### config.mk
export PLATFORM = sky130hd
export DESIGN_NAME = cam_table_flat
export DESIGN_NICKNAME = d
export VERILOG_FILES = /design/src/rtl/cam_pkg.sv /design/src/rtl/cam_table_if.sv /design/src/rtl/cam_priority_enc.sv /design/src/rtl/cam_table.sv /design/src/flat_wrapper.sv
export SDC_FILE = /design/constraint.sdc
export NUM_CORES = 1
export LEC_CHECK = 0
export ABC_AREA = 1
export ABC_CLOCK_PERIOD_IN_PS = 2000
export BUFFER_PORTS_ARGS = -buffer_cell sky130_fd_sc_hd__clkbuf_2
export CAP_MARGIN = 40
export CORE_MARGIN = 2
export CORE_UTILIZATION = 57
export CTS_CLUSTER_DIAMETER = 60
export DETAILED_ROUTE_END_ITERATION = 16
export PLACE_DENSITY = 0.76
export REMOVE_ABC_BUFFERS = 1
export SKIP_LAST_GASP = 1
export SYNTH_ARGS = -nofsm -noshare
export SYNTH_HDL_FRONTEND = slang
export SYNTH_SLANG_ARGS = --single-unit
### constraint.sdc
create_clock -name clk -period 2 [get_ports clk]
set_input_delay 0.1 -clock clk [delete_from_list [all_inputs] [get_ports clk]]
set_output_delay 0.1 -clock clk [all_outputs]
set_load 0.02 [all_outputs]
### src/rtl/cam_pkg.sv
// Shared constants and match-vector helpers for the CAM table.
// Helpers operate on a fixed MAX_DEPTH-wide vector; callers zero-extend
// their DEPTH-wide match vector, so DEPTH must not exceed MAX_DEPTH.
package cam_pkg;

    localparam int unsigned DATA_WIDTH_DEF = 16;
    localparam int unsigned ADDR_WIDTH_DEF = 4;
    localparam int unsigned MAX_ADDR_WIDTH = 8;
    localparam int unsigned MAX_DEPTH      = 1 << MAX_ADDR_WIDTH;

    typedef struct packed {
        logic                      found;
        logic [MAX_ADDR_WIDTH-1:0] index;
    } lsi_t;

    // Lowest set bit index plus any-bit flag; index is 0 when nothing is set.
    function automatic lsi_t lowest_set_index(input logic [MAX_DEPTH-1:0] vec);
        lsi_t r;
        r.found = |vec;
        r.index = '0;
        for (int i = int'(MAX_DEPTH) - 1; i >= 0; i--) begin
            if (vec[i]) begin
                r.index = MAX_ADDR_WIDTH'(i);
            end
        end
        return r;
    endfunction

    // Clearing the lowest set bit leaves something only if two or more were set.
    function automatic logic at_least_two(input logic [MAX_DEPTH-1:0] vec);
        return (vec & (vec - MAX_DEPTH'(1))) != '0;
    endfunction

endpackage

### src/rtl/cam_table_if.sv
// Write / flush / search / result bundle of the CAM table.
// master: lookup producer or control logic; slave: the CAM.
//   wr_en, wr_addr, wr_data, wr_valid : entry store / invalidate
//   flush                              : clear all valid bits
//   search_en, search_key              : launch a lookup
//   result_valid, hit, hit_addr, multi_hit : lookup result, 2 cycles later
interface cam_table_if #(
    parameter int unsigned DATA_WIDTH = 16,
    parameter int unsigned ADDR_WIDTH = 4
);
    logic                  wr_en;
    logic [ADDR_WIDTH-1:0] wr_addr;
    logic [DATA_WIDTH-1:0] wr_data;
    logic                  wr_valid;
    logic                  flush;
    logic                  search_en;
    logic [DATA_WIDTH-1:0] search_key;
    logic                  result_valid;
    logic                  hit;
    logic [ADDR_WIDTH-1:0] hit_addr;
    logic                  multi_hit;

    modport master (
        output wr_en, wr_addr, wr_data, wr_valid, flush, search_en, search_key,
        input  result_valid, hit, hit_addr, multi_hit
    );

    modport slave (
        input  wr_en, wr_addr, wr_data, wr_valid, flush, search_en, search_key,
        output result_valid, hit, hit_addr, multi_hit
    );
endinterface

### src/rtl/cam_priority_enc.sv
// Combinational match-vector encoder: any-hit, lowest matching index, multi-hit.
// Ports: match (DEPTH) in; hit_c, hit_addr_c (ADDR_WIDTH), multi_hit_c out.
module cam_priority_enc
    import cam_pkg::*;
#(
    parameter int unsigned DEPTH      = 16,
    parameter int unsigned ADDR_WIDTH = 4
) (
    input  logic [DEPTH-1:0]      match,
    output logic                  hit_c,
    output logic [ADDR_WIDTH-1:0] hit_addr_c,
    output logic                  multi_hit_c
);

    logic [MAX_DEPTH-1:0] match_ext;
    lsi_t                 lsi;

    always_comb begin
        match_ext   = MAX_DEPTH'(match);
        lsi         = lowest_set_index(match_ext);
        hit_c       = lsi.found;
        hit_addr_c  = ADDR_WIDTH'(lsi.index);
        multi_hit_c = at_least_two(match_ext);
    end

endmodule

### src/rtl/cam_table.sv
// Writable CAM: DEPTH keys with valid bits, 2-stage pipelined search
// returning the lowest matching index and a multi-hit flag.
// Ports: clk, reset (async, active-high), bus (cam_table_if.slave).
module cam_table
    import cam_pkg::*;
#(
    parameter int unsigned DATA_WIDTH = DATA_WIDTH_DEF,
    parameter int unsigned ADDR_WIDTH = ADDR_WIDTH_DEF,
    parameter int unsigned DEPTH      = (1 << ADDR_WIDTH)
) (
    input  logic        clk,
    input  logic        reset,
    cam_table_if.slave  bus
);

    logic [DATA_WIDTH-1:0] key_q [DEPTH];
    logic [DEPTH-1:0]      valid_q;
    logic [DEPTH-1:0]      match_c;
    logic [DEPTH-1:0]      match_q;
    logic                  s1_valid_q;
    logic                  hit_c;
    logic [ADDR_WIDTH-1:0] hit_addr_c;
    logic                  multi_hit_c;
    logic                  result_valid_q;
    logic                  hit_q;
    logic [ADDR_WIDTH-1:0] hit_addr_q;
    logic                  multi_hit_q;

    // Key storage is not reset; it is written even when a flush clears valid.
    always_ff @(posedge clk) begin
        for (int i = 0; i < int'(DEPTH); i++) begin
            if (bus.wr_en && bus.wr_valid && bus.wr_addr == ADDR_WIDTH'(i)) begin
                key_q[i] <= bus.wr_data;
            end
        end
    end

    // Valid bits: flush overrides a same-cycle write; addresses >= DEPTH never decode.
    always_ff @(posedge clk or posedge reset) begin
        if (reset) begin
            valid_q <= '0;
        end else if (bus.flush) begin
            valid_q <= '0;
        end else if (bus.wr_en) begin
            for (int i = 0; i < int'(DEPTH); i++) begin
                if (bus.wr_addr == ADDR_WIDTH'(i)) begin
                    valid_q[i] <= bus.wr_valid;
                end
            end
        end
    end

    // Stage 1 compare against pre-edge table contents.
    always_comb begin
        match_c = '0;
        for (int i = 0; i < int'(DEPTH); i++) begin
            match_c[i] = valid_q[i] && (key_q[i] == bus.search_key);
        end
    end

    always_ff @(posedge clk or posedge reset) begin
        if (reset) begin
            s1_valid_q <= 1'b0;
            match_q    <= '0;
        end else begin
            s1_valid_q <= bus.search_en;
            match_q    <= bus.search_en ? match_c : '0;
        end
    end

    cam_priority_enc #(
        .DEPTH      (DEPTH),
        .ADDR_WIDTH (ADDR_WIDTH)
    ) u_enc (
        .match       (match_q),
        .hit_c       (hit_c),
        .hit_addr_c  (hit_addr_c),
        .multi_hit_c (multi_hit_c)
    );

    // Stage 2 result register; fields forced to 0 when no result is presented.
    always_ff @(posedge clk or posedge reset) begin
        if (reset) begin
            result_valid_q <= 1'b0;
            hit_q          <= 1'b0;
            hit_addr_q     <= '0;
            multi_hit_q    <= 1'b0;
        end else begin
            result_valid_q <= s1_valid_q;
            hit_q          <= s1_valid_q & hit_c;
            hit_addr_q     <= s1_valid_q ? hit_addr_c : '0;
            multi_hit_q    <= s1_valid_q & multi_hit_c;
        end
    end

    assign bus.result_valid = result_valid_q;
    assign bus.hit          = hit_q;
    assign bus.hit_addr     = hit_addr_q;
    assign bus.multi_hit    = multi_hit_q;

endmodule
### src/flat_wrapper.sv
// flat-port wrapper written by rule: the top's interface ports become plain ports
module cam_table_flat import cam_pkg::*;
#(
    parameter int unsigned DATA_WIDTH = DATA_WIDTH_DEF,
    parameter int unsigned ADDR_WIDTH = ADDR_WIDTH_DEF,
    parameter int unsigned DEPTH      = (1 << ADDR_WIDTH)
)
  (clk, reset, bus_wr_en, bus_wr_addr, bus_wr_data, bus_wr_valid, bus_flush, bus_search_en, bus_search_key, bus_result_valid, bus_hit, bus_hit_addr, bus_multi_hit);
  cam_table_if #(.DATA_WIDTH(DATA_WIDTH), .ADDR_WIDTH(ADDR_WIDTH)) bus_i ();
  input  logic clk;
  input  logic reset;
  input wire logic [$bits(bus_i.wr_en)-1:0] bus_wr_en;
  input wire logic [$bits(bus_i.wr_addr)-1:0] bus_wr_addr;
  input wire logic [$bits(bus_i.wr_data)-1:0] bus_wr_data;
  input wire logic [$bits(bus_i.wr_valid)-1:0] bus_wr_valid;
  input wire logic [$bits(bus_i.flush)-1:0] bus_flush;
  input wire logic [$bits(bus_i.search_en)-1:0] bus_search_en;
  input wire logic [$bits(bus_i.search_key)-1:0] bus_search_key;
  output wire logic [$bits(bus_i.result_valid)-1:0] bus_result_valid;
  output wire logic [$bits(bus_i.hit)-1:0] bus_hit;
  output wire logic [$bits(bus_i.hit_addr)-1:0] bus_hit_addr;
  output wire logic [$bits(bus_i.multi_hit)-1:0] bus_multi_hit;
  assign bus_i.wr_en = bus_wr_en;
  assign bus_i.wr_addr = bus_wr_addr;
  assign bus_i.wr_data = bus_wr_data;
  assign bus_i.wr_valid = bus_wr_valid;
  assign bus_i.flush = bus_flush;
  assign bus_i.search_en = bus_search_en;
  assign bus_i.search_key = bus_search_key;
  assign bus_result_valid = bus_i.result_valid;
  assign bus_hit = bus_i.hit;
  assign bus_hit_addr = bus_i.hit_addr;
  assign bus_multi_hit = bus_i.multi_hit;
  cam_table #(.DATA_WIDTH(DATA_WIDTH), .ADDR_WIDTH(ADDR_WIDTH), .DEPTH(DEPTH)) u_core (.clk(clk), .reset(reset), .bus(bus_i));
endmodule
==> impl_results.md, run 1 <==
- Run status: finished clean
- Synth area leaders: edfxtp_1 (60%), dfrtp_1 (7.9%), xor2_1 (4.0%)
- Antenna violations before repair: 0
- Synth Cell Area: 0.0127 mm²
- Routed length per instance: 26.1 µm
- PortBufs: 48
- Initial Utilization: 58.2%
- Detailed Place HPWL: 22100 µm
- Netlist cell types: 44
- Slew headroom: 48.2%
- Final setup viols: 0
- Worst path max stage delay: 530 ps
- Overflow after GRT: 0
- R2r startpoint: u_core.match_q[2]
- Leakage: 5.35 nW
- Post-place setup slack: 254 ps
- Worst R2R Path Depth: 10
- Vias in the first global route: 8878
- Setup crit end kind: flop
- Mux contribution to synthesized area: 0%
- Nets@finish: 1141
- Required time of the critical path: 2440 ps
- CP Capture Point: u_core.match_q[14]
- Reg power frac: 51.6%
- WL final: 36700 µm
- Seq/Total Area, Yosys: 68.2%
- Reg2reg end: u_core.bus.multi_hit
- Setup TNS: 0 ps
- Critical path depth: 8
- Total number of vias: 9050
- Max frequency: 576 MHz
- Flop-to-flop setup slack: 370 ps
- Sink Count: 296
- Cell count after placement: 1341
- Power Density: 911 mW/mm²
- TritonCTS Buffers: 31
- Final Hold Viols: 0
- Fin util: 66.3%
- Clock power share: 42.1%
- Adder-cell share of the synthesized area: 0%
- # DRC: 0
- Placed Area: 0.0135 mm²
- Worst min path class: primary input to flop
- RSZ-0062 raised after global routing: false
- Maximum vdd drop: 0.760 mV
- Slew of the pin with the lowest slew margin: 776 ps
- Layout Skew: 18.5 ps
- Yosys warns: 0
- Fillcell total: 1609
- Overall power: 13.2 mW
- Largest net degree at the start of global routing: 33
- Worst path top cell family by delay: buffers and inverters
- Simple-Gate Fraction of Synth Area: 11.1%
- Cell taking the most area after synthesis: edfxtp_1
- Most frequent cells in the layout: edfxtp_1 (256), nand2_1 (124), o21ai_0 (75)
- Clk Latency, worst-skew pair: 570 ps
- RD Place Congestion: 0.909
- I/O pin total: 49
- CP Launch Point: bus_search_key[1]
- Final period utilization: 86.9%
- Row count: 54
- Routed vias/inst: 6.45
- DR iter-0 viols: 1107
- Post-Synth XOR/XNOR Area: 5.15%
- Comb power frac: 6.4%
- Share of layout cells above drive strength 1: 16.3%
- Internal: 10.3 mW
- Htree depth: 1
- Final WS setup: 263 ps
- Complex-gate fraction of the synthesized area: 11.2%
- Critical path's slowest cell: dlygate4sd3_1
- Synthesis-to-finish area growth: 13.9%
- Total global-route track usage: 31.0%
- Max Cap Viol: 0
- Post-cts sizing count: 0
- Non-Filler Instances: 1404
- Design Area, Final: 0.0145 mm²
- Area share of the largest cell type after synthesis: 60.3%
- Psw: 2.98 mW
- Max Transition Viols Final: 0
- Largest family of logic cells by synthesized area: compound AO/OA/AOI/OAI gates
- Die X: 154 µm
- CTS clock-pin slew for the worst setup and hold paths: 60 ps
- DIE AREA: 0.0236 mm²
- Longest Clk Path Bufs: 3
- CP Cell Sequence: dlygate4sd3_1, clkbuf_2, inv_2, buf_4, nor2_1, a211oi_1, nand3_1, nor4_2
- Root Driver: clkbuf_16
- Hold Worst Slack: 39.2 ps
- TritonCTS clock tree: built
- First-pass GRT wire length: 53500 µm
- Setup CP Type: primary input to flop
- Buffers and inverters on the worst path: 4
- Arr. time, crit path: 2180 ps
- Final ANT Viol Nets: 0
- Drt pass-1 iters: 5
- Chip height: 154 µm
- Tmin final: 1740 ps
- Worst Setup Start Kind: primary input
- N_diodes: 0
- Core area: 0.0219 mm²
- Commonest non-fill, non-tap cell in the layout: edfxtp_1
- #FFs+latches synth: 296
- Switching Share: 22.6%
- Synth Area per Inst: 12.6 µm²
- Gate Count Post-Synth: 1013
- CP Max Fanout: 24
==> power groups by stage <==
stage | Clock, mW | Combinational (mW) | Sequential, mW
after global placement | 0 | 0.795 | 6.95
after global routing | 5.85 | 0.880 | 6.83
final | 5.57 | 0.844 | 6.83
after detailed placement | 0 | 0.812 | 6.95
after floorplan | 0 | 0.321 | 6.94
after CTS | 5.60 | 0.826 | 6.82
==> what timing repair did <==
action | in CTS | in global routing
hold endpoints to repair | 21 | 0
setup endpoints to repair | 0 | 0
hold buffers | 5 | 0
setup buffers | 0 | 0
==> registers in the layout (all words and copies together), names as in the netlist <==
| register | count |
|---|---|
| u_core.valid_q | 16 |
| u_core.match_q | 16 |
| u_core.bus.result_valid | 1 |
| u_core.key_q | 256 |
| u_core.bus.hit | 1 |
| u_core.bus.hit_addr | 4 |
| u_core.s1_valid_q | 1 |
| u_core.bus.multi_hit | 1 |
==> logic make-up (layout without fill, tap and decap cells) <==
group	count (synthesis)	in the layout
and+or+nand+nor	299	299
xor gates and xnor gates	75	75
DFF	296	296
AOI/OAI and AO/OA	220	220
buffers and inverters	123	234
==> layout make-up <==
| cell class | instances | area, µm² | share of cell area (%) |
|---|---|---|---|
| well taps | 280 | 350 | 2.41 |
| repair buffers | 98 | 703 | 4.84 |
| inverters | 78 | 295 | 2.03 |
| clock buffers | 42 | 847 | 5.83 |
| multi-input cells | 594 | 3500 | 24.1 |
| flip-flops and latches | 296 | 8690 | 59.8 |
| clock inverters | 16 | 143 | 0.982 |
==> routing by layer <==
| layer | up-vias | GRT usage, % | share of wire, % |
|---|---|---|---|
| li1 | 3908 | - | - |
| met1 | 4313 | 41.3 | 36 |
| met2 | 663 | 49.7 | 46 |
| met3 | 166 | 4.34 | 11 |
| met4 | 0 | 17.7 | 6.8 |
| met5 | - | 0 | 0 |
==> worst register-to-register path, delay by kind of cell, from the launching register on <==
kind	cells	cell delay, ps
buffers and inverters	2	150
DFF	1	430
and+or+nand+nor	8	920
==> cell usage after synthesis (all sizes together) <==
library cell / count
xnor2: 17
nand4: 14
buf: 39
a21boi: 1
o211ai: 10
a221oi: 27
nand2: 126
edfxtp: 256
nor2: 72
a2111oi: 3
a22o: 16
dfrtp: 40
nor4: 29
nand3: 19
o2111a: 1
nor3: 18
inv: 77
o211a: 1
o21bai: 1
o21ai: 81
clkbuf: 6
a21oi: 20
a211oi: 17
xor2: 58
a2111o: 1
a31oi: 2
o22ai: 34
or2: 21
o2111ai: 5
clkinv: 1
==> worst min path at each step <==
stage / start / endpoint / slack (ps) / cells past startpoint
finish: bus_wr_addr[3] / u_core.valid_q[2] / 40 / 5
global placement: reset / u_core.match_q[7] / 180 / 2
global route: bus_wr_addr[3] / u_core.valid_q[2] / 40 / 5
floorplan: bus_search_en / u_core.s1_valid_q / 130 / 0
CTS: bus_wr_addr[3] / u_core.valid_q[2] / 10 / 5
detailed placement: reset / u_core.match_q[4] / 160 / 2
Power figures use the tool's default switching activity.
==> run 2: changes to the inputs <==
--- a/config.mk
+++ b/config.mk
@@ -14,7 +14,6 @@
 export CTS_CLUSTER_DIAMETER = 60
 export DETAILED_ROUTE_END_ITERATION = 16
 export PLACE_DENSITY = 0.76
-export REMOVE_ABC_BUFFERS = 1
 export SKIP_LAST_GASP = 1
 export SYNTH_ARGS = -nofsm -noshare
 export SYNTH_HDL_FRONTEND = slang
==> run 2 against run 1 <==
Net effect:
- worst hold slack worse by 16 ps
- sequential power barely moved
- fmax shrank 9.0%
- non-clock buffer count increased by 6
- cell area rose by 0.47%
- clock-buffer cell count down 4
- largest cell class unchanged
- critical endpoint is now u_core.key_q[0][63]
- register-to-register slack worse by 100 ps
- critical path depth down 1
- sequential share of layout area decreased by 0.28 points
- via count is 0.25% lower
- wire length is 2.6% lower
- combinational power decreased by 3.0%
==> impl_results.md, run 2 (synthesis results as in run 1) <==
- Run status: finished clean
- Overall power: 13.7 mW (+3.5%)
- Largest net degree at the start of global routing: 31 (-6.1%)
- Fillcell total: 1573 (-2.2%)
- Reg power frac: 49.8% (-1.8 points)
- Tmin final: 1910 ps (+171 ps)
- TritonCTS Buffers: 31 (unchanged)
- WL final: 35800 µm (-2.6%)
- Routed length per instance: 25.4 µm (-3.0%)
- Fin util: 66.7% (+0.31 points)
- Setup TNS: 0 ps (unchanged)
- Detailed Place HPWL: 21900 µm (-1.1%)
- TritonCTS clock tree: built
- Setup Fix Bufs, Post-CTS: 0 (unchanged)
- Hold Worst Slack: 22.8 ps (-16.4 ps)
- Number of flip-flops in the largest register: 256 (unchanged)
- Final Hold Viols: 0 (unchanged)
- Max Transition Viols Final: 0 (unchanged)
- Routed vias/inst: 6.40 (-0.68%)
- Power Density: 939 mW/mm² (+3.0%)
- Most frequent cells in the layout: edfxtp_1 (256), nand2_1 (124), o21ai_0 (75)
- N_diodes: 0 (unchanged)
- Total global-route track usage: 29.9% (-1.2 points)
- Layout Skew: 26.0 ps (+7.48 ps)
- Slew of the pin with the lowest slew margin: 688 ps (-88.8 ps)
- Vias in the first global route: 8748 (-1.5%)
- Row count: 54 (unchanged)
- CP Cell Sequence: dlygate4sd3_1, clkbuf_2, nor3_2, dlygate4sd3_1, nand2_1, nor2_1, buf_4
- Worst Setup Start Kind: primary input
- Max Cap Viol: 0 (unchanged)
- Die X: 154 µm (unchanged)
- Most used cell, CP: dlygate4sd3_1
- Setup CP Type: primary input to flop
- Share of layout cells above drive strength 1: 16.7% (+0.44 points)
- Slew headroom: 54.2% (+6.0 points)
- RSZ-0062 raised after global routing: false
- DIE AREA: 0.0236 mm² (unchanged)
- Leakage: 5.40 nW (+0.91%)
- Core area: 0.0219 mm² (unchanged)
- Critical path's slowest cell: dlygate4sd3_1
- Arr. time, crit path: 2170 ps (about the same)
- Comb power frac: 6.0% (-0.4 points)
- Max frequency: 524 MHz (-9.0%)
- Chip height: 154 µm (unchanged)
- Final period utilization: 95.4% (+8.5 points)
- Required time of the critical path: 2260 ps (-180 ps)
- I/O pin total: 49 (unchanged)
- RD Place Congestion: 0.908 (about the same)
- Buffers and inverters on the worst path: 4 (unchanged)
- Clk Latency, worst-skew pair: 570 ps (about the same)
- Largest registers: u_core.key_q (256), u_core.match_q (16), u_core.valid_q (16)
- Sink Count: 296 (unchanged)
- Commonest non-fill, non-tap cell in the layout: edfxtp_1
- Final ANT Viol Nets: 0 (unchanged)
- Setup crit end kind: flop
- DR iter-0 viols: 1258 (+14%)
- PortBufs: 48 (unchanged)
- Total number of vias: 9027 (-0.25%)
- # DRC: 0 (unchanged)
- Longest Clk Path Bufs: 3 (unchanged)
- Switching Share: 21.8% (-0.72 points)
- Root Driver: clkbuf_16
- Final setup viols: 0 (unchanged)
- First-pass GRT wire length: 52100 µm (-2.5%)
- Antenna violations before repair: 0 (unchanged)
- Maximum vdd drop: 0.809 mV (+6.5%)
- Nets@finish: 1147 (+0.53%)
- Drt pass-1 iters: 6 (+1)
- Htree depth: 1 (unchanged)
- Clock power share: 44.2% (+2.1 points)
- CP Max Fanout: 16 (-33%)
- Top reg by flops: u_core.key_q
- Synthesis-to-finish area growth: 14.5%
- Worst min path class: primary input to flop
- Initial Utilization: 58.2% (unchanged)
- Worst path top cell family by delay: buffers and inverters
- CTS clock-pin slew for the worst setup and hold paths: 60 ps (about the same)
- Psw: 2.99 mW (+0.24%)
- Internal: 10.7 mW (+4.5%)
- Worst path max stage delay: 610 ps (+80 ps)
- Overflow after GRT: 0 (unchanged)
- Mapped Nets: 1055
[run 2: changes by cell type in the layout (fill, tap and decap cells not counted), moves of 2 or more]
cell | previous run | this run
buf_12 | 6 | 0
buf_4 | 39 | 50
bufinv_16 | 2 | 6
clkbuf_1 | 8 | 5
clkinv_1 | 5 | 7
[run 2: layer usage]
layer	vias to the layer above	wire length (µm)	GRT usage, %
met5	-	0	0
met4	0	1350	11.2
met3	118	4160	5.72
met2	663	16900	48.6
met1	4331	13300	40.5
li1	3915	-	-
[run 2: tightest hold or removal path: cells and delay by family]
family / cells / cell delay [ps]
compound gates: 1 / 80
buf+inv: 1 / 140
simple gates: 3 / 200
[run 2: stage by stage]
stage,worst slack (ps),cells,area [µm²]
4_1_cts,48.5,1410,14600
3_5_place_dp,15.8,1346,13400
5_1_grt,50.7,1410,14600
2_1_floorplan,338,1013,12700
6_report,92.1,1410,14600
3_3_place_gp,20.5,1346,13400
[run 2: final timing paths]
path / from / to / slack [ps] / depth (start not counted)
worst max-delay path: bus_wr_addr[2] / u_core.key_q[0][63] / 90 / 7
worst min-delay path: bus_search_key[14] / u_core.match_q[6] / 20 / 5
worst max register to register: u_core.key_q[0][55] / u_core.match_q[3] / 270 / 5
worst min register to register: u_core.s1_valid_q / u_core.bus.result_valid / 450 / 0
max in group asynchronous: reset / u_core.valid_q[1] / 1220 / 4
min in group asynchronous: reset / u_core.match_q[10] / 170 / 3
[run 2: cell type report]
cell class	count	area (µm²)	share of cell area, %
repair buffers	104	676	4.63
well taps	280	350	2.40
clock buffers	38	822	5.63
flip-flops and latches	296	8690	59.5
multi-input cells	594	3500	24.0
inverters	78	298	2.04
clock inverters	20	262	1.79
[run 2: power groups by stage]
stage	Clock (mW)	Combinational (mW)	Sequential [mW]
floorplan	0	0.405	6.94
global placement	0	0.771	6.95
detailed placement	0	0.783	6.95
CTS	6.07	0.800	6.82
global route	6.31	0.859	6.83
finish	6.06	0.819	6.83
[run 2: what timing repair did]
action | CTS | global route
hold buffers | 6 | 0
endpoints found under the hold margin | 29 | 0
endpoints found under the setup margin | 0 | 1
gates resized for setup | 0 | 2
==> run 3: changes to the inputs <==
--- a/config.mk
+++ b/config.mk
@@ -5,7 +5,6 @@
 export SDC_FILE = /design/constraint.sdc
 export NUM_CORES = 1
 export LEC_CHECK = 0
-export ABC_AREA = 1
 export ABC_CLOCK_PERIOD_IN_PS = 2000
 export BUFFER_PORTS_ARGS = -buffer_cell sky130_fd_sc_hd__clkbuf_2
 export CAP_MARGIN = 40
@@ -14,6 +13,7 @@
 export CTS_CLUSTER_DIAMETER = 60
 export DETAILED_ROUTE_END_ITERATION = 16
 export PLACE_DENSITY = 0.76
+export RECOVER_POWER = 25
 export SKIP_LAST_GASP = 1
 export SYNTH_ARGS = -nofsm -noshare
 export SYNTH_HDL_FRONTEND = slang
==> run 3 against run 2 <==
Net effect:
- highest routed layer is now met5
- synthesized cell count decreased by 19%
- sequential power about the same
- cell count down 13%
- non-clock buffer count increased by 4
- first-iteration DRC count decreased by 55%
- worst hold slack improved by 18 ps
- wire length down 16%
- setup slack lost 11 ps
==> impl_results.md, run 3 <==
- N_diodes: 0 (unchanged)
- Placed Area: 0.0134 mm² (-0.70%)
- Setup CP Type: flop to flop
- Routed vias/inst: 5.85 (-8.6%)
- Leakage: 4.80 nW (-11%)
- Psw: 2.82 mW (-5.8%)
- Top Usage Layer GRT: met2
- Switching Share: 21.5% (-0.31 points)
- Global routing usage on met1: 37.2% (-3.3 points)
- Area share of the largest cell type after synthesis: 61.7% (+1.3 points)
- Die X: 152 µm (-1.1%)
- RSZ-0062 raised after global routing: false
- DIE AREA: 0.0231 mm² (-2.1%)
- # DRC: 0 (unchanged)
- TritonCTS Buffers: 29 (-6.5%)
- RD Place Congestion: 0.889 (-2.2%)
- Arr. time, crit path: 2350 ps (+180 ps)
- Clk Latency, worst-skew pair: 560 ps (about the same)
- Routed length per instance: 24.6 µm (-3.0%)
- Total number of vias: 7172 (-21%)
- Detailed Place HPWL: 18700 µm (-15%)
- Synthesis-to-finish area growth: 15.2%
- Max Transition Viols Final: 0 (unchanged)
- CTS clock-pin slew for the worst setup and hold paths: 60 ps (about the same)
- Internal: 10.3 mW (-4.1%)
- Main synth FF type: edfxtp_1
- Longest Clk Path Bufs: 3 (unchanged)
- Max Cap Viol: 0 (unchanged)
- Max frequency: 521 MHz (-0.56%)
- Drt pass-1 iters: 5 (-1)
- Final period utilization: 95.9% (+0.54 points)
- Reg power frac: 52.1% (+2.3 points)
- Power Density: 911 mW/mm² (-2.9%)
- Final Hold Viols: 0 (unchanged)
- Synth Cell Area: 0.0125 mm² (-2.2%)
- Netlist cell types: 39 (-11%)
- Worst Setup Start Kind: flop
- Cell taking the most area after synthesis: edfxtp_1
- Row count: 54 (unchanged)
- Mapped Nets: 861 (-18%)
- Run status: finished clean
- Final setup viols: 0 (unchanged)
- Clock power share: 41.5% (-2.7 points)
- Slew of the pin with the lowest slew margin: 1200 ps (+517 ps)
- Commonest non-fill, non-tap cell in the layout: edfxtp_1
- PortBufs: 48 (unchanged)
- Most frequent cells in the layout: edfxtp_1 (256), xnor2_1 (205), xor2_1 (51)
- Largest registers: u_core.key_q (256), u_core.match_q (16), u_core.valid_q (16)
- Comb power frac: 6.4% (+0.4 points)
- Chip height: 152 µm (-1.1%)
- Fin util: 66.4% (-0.22 points)
- Share of layout cells above drive strength 1: 15.4% (-1.3 points)
- Met3 GRT Util: 3.65% (-2.1 points)
- Overall power: 13.1 mW (-4.5%)
- Worst min path class: primary input to flop
- Tmin final: 1920 ps (+10.8 ps)
- Layout Skew: 20.0 ps (-5.95 ps)
- Nets@finish: 964 (-16%)
- TritonCTS clock tree: built
- Fillcell total: 1511 (-3.9%)
- Overflow after GRT: 0 (unchanged)
- Sink Count: 296 (unchanged)
- Seq/Total Area, Yosys: 69.7% (+1.5 points)
- Required time of the critical path: 2430 ps (+170 ps)
- #FFs+latches synth: 296 (unchanged)
- Synth Area per Inst: 15.2 µm² (+21%)
- Post-synth EDFFs: 256 (unchanged)
- Cell with the most instances after synthesis: edfxtp_1
- Ys async rst share: 13.5% (unchanged)
- Number of flip-flops in the largest register: 256 (unchanged)
- Met2 Use GR: 42.3% (-6.3 points)
- Yosys warns: 0 (unchanged)
- Top reg by flops: u_core.key_q
- Final ANT Viol Nets: 0 (unchanged)
- Total global-route track usage: 26.1% (-3.7 points)
- Core area: 0.0216 mm² (-1.2%)
- Initial Utilization: 57.7% (-0.56 points)
- Antenna violations before repair: 2 (+2)
- Gate Count Post-Synth: 819 (-19%)
- Design Area, Final: 0.0144 mm² (-1.6%)
- Setup crit end kind: flop
- Root Driver: clkbuf_16
- CP Max Fanout: 6 (-10)
- Htree depth: 1 (unchanged)
- WL final: 30100 µm (-16%)
- Post-synth top cells: edfxtp_1 (256), xnor2_1 (205), xor2_1 (51)
- Synth area leaders: edfxtp_1 (62%), xnor2_1 (14%), dfrtp_1 (8.0%)
- Vias in the first global route: 7165 (-18%)
- I/O pin total: 49 (unchanged)
- Hold Worst Slack: 41.2 ps (+18.5 ps)
- First-pass GRT wire length: 44400 µm (-15%)
- Largest net degree at the start of global routing: 25 (-19%)
- DR iter-0 viols: 564 (-55%)
- Slew headroom: 19.7% (-34 points)
- Maximum vdd drop: 0.824 mV (+1.8%)
[run 3: layer usage]
| metal | routed length [µm] | up-vias |
|---|---|---|
| met4 | 1000 | 2 |
| li1 | - | 3175 |
| met2 | 14500 | 345 |
| met1 | 12000 | 3582 |
| met5 | 13 | - |
| met3 | 2620 | 68 |
[run 3: cell families (layout without fill, tap and decap cells)]
logic type	after synthesis	count (layout)	share of synthesized area, %
AOI/OAI and AO/OA	42	42	2.04
buffers and inverters	46	172	2.04
DFF	296	296	69.7
adders and majority gates	1	1	0.0903
xor gates and xnor gates	256	256	18.0
and+or+nand+nor	178	178	8.17
[run 3: cell type report]
| type | instances | area [µm²] | area share (%) |
|---|---|---|---|
| Sequential cell | 296 | 8690 | 60.5 |
| Multi-Input combinational cell | 477 | 3530 | 24.5 |
| Clock buffer | 45 | 888 | 6.18 |
| Timing Repair Buffer | 108 | 792 | 5.51 |
| Tap cell | 280 | 350 | 2.44 |
| Clock inverter | 9 | 77.6 | 0.540 |
| Inverter | 10 | 41.3 | 0.287 |
[run 3: path summary, 6_finish.rpt]
path | startpoint | endpoint | slack, ps | depth (start not counted)
max in group asynchronous | reset | u_core.match_q[6] | 1260 | 4
min reg2reg | u_core.s1_valid_q | u_core.bus.result_valid | 490 | 0
min | bus_wr_addr[3] | u_core.valid_q[10] | 40 | 6
max | u_core.match_q[0] | u_core.bus.multi_hit | 80 | 5
min in group asynchronous | reset | u_core.valid_q[6] | 130 | 3
max reg2reg | u_core.match_q[0] | u_core.bus.multi_hit | 80 | 5
[run 3: worst max-delay path, stage by stage, from the launching register on]
cell     delay, ps
dfrtp_1        520
nor4_4         370
buf_4          190
nand3_2         80
maj3_2         330
o31a_1         300
[run 3: through the flow]
| step | setup slack [ps] | cells | setup TNS [ps] |
|---|---|---|---|
| after detailed placement | -6.64 | 1165 | -6.64 |
| after CTS | 63.8 | 1224 | 0 |
| final | 81.3 | 1225 | 0 |
| after global routing | 45.1 | 1225 | 0 |
| after floorplan | 241 | 819 | 0 |
| after global placement | -251 | 1164 | -251 |
[run 3: power by group through the flow]
stage | Combinational [mW] | Clock (mW) | Sequential [mW]
after floorplan | 0.453 | 0 | 6.94
after global routing | 0.885 | 5.69 | 6.82
after detailed placement | 0.830 | 0 | 6.94
after CTS | 0.841 | 5.49 | 6.81
final | 0.838 | 5.44 | 6.82
after global placement | 0.817 | 0 | 6.94
[run 3: timing repair]
| item | CTS | global route |
|---|---|---|
| hold endpoints to repair | 38 | 0 |
| resized for setup | 0 | 1 |
| endpoints found under the setup margin | 0 | 17 |
| setup buffers | 0 | 1 |
| hold buffers | 5 | 0 |
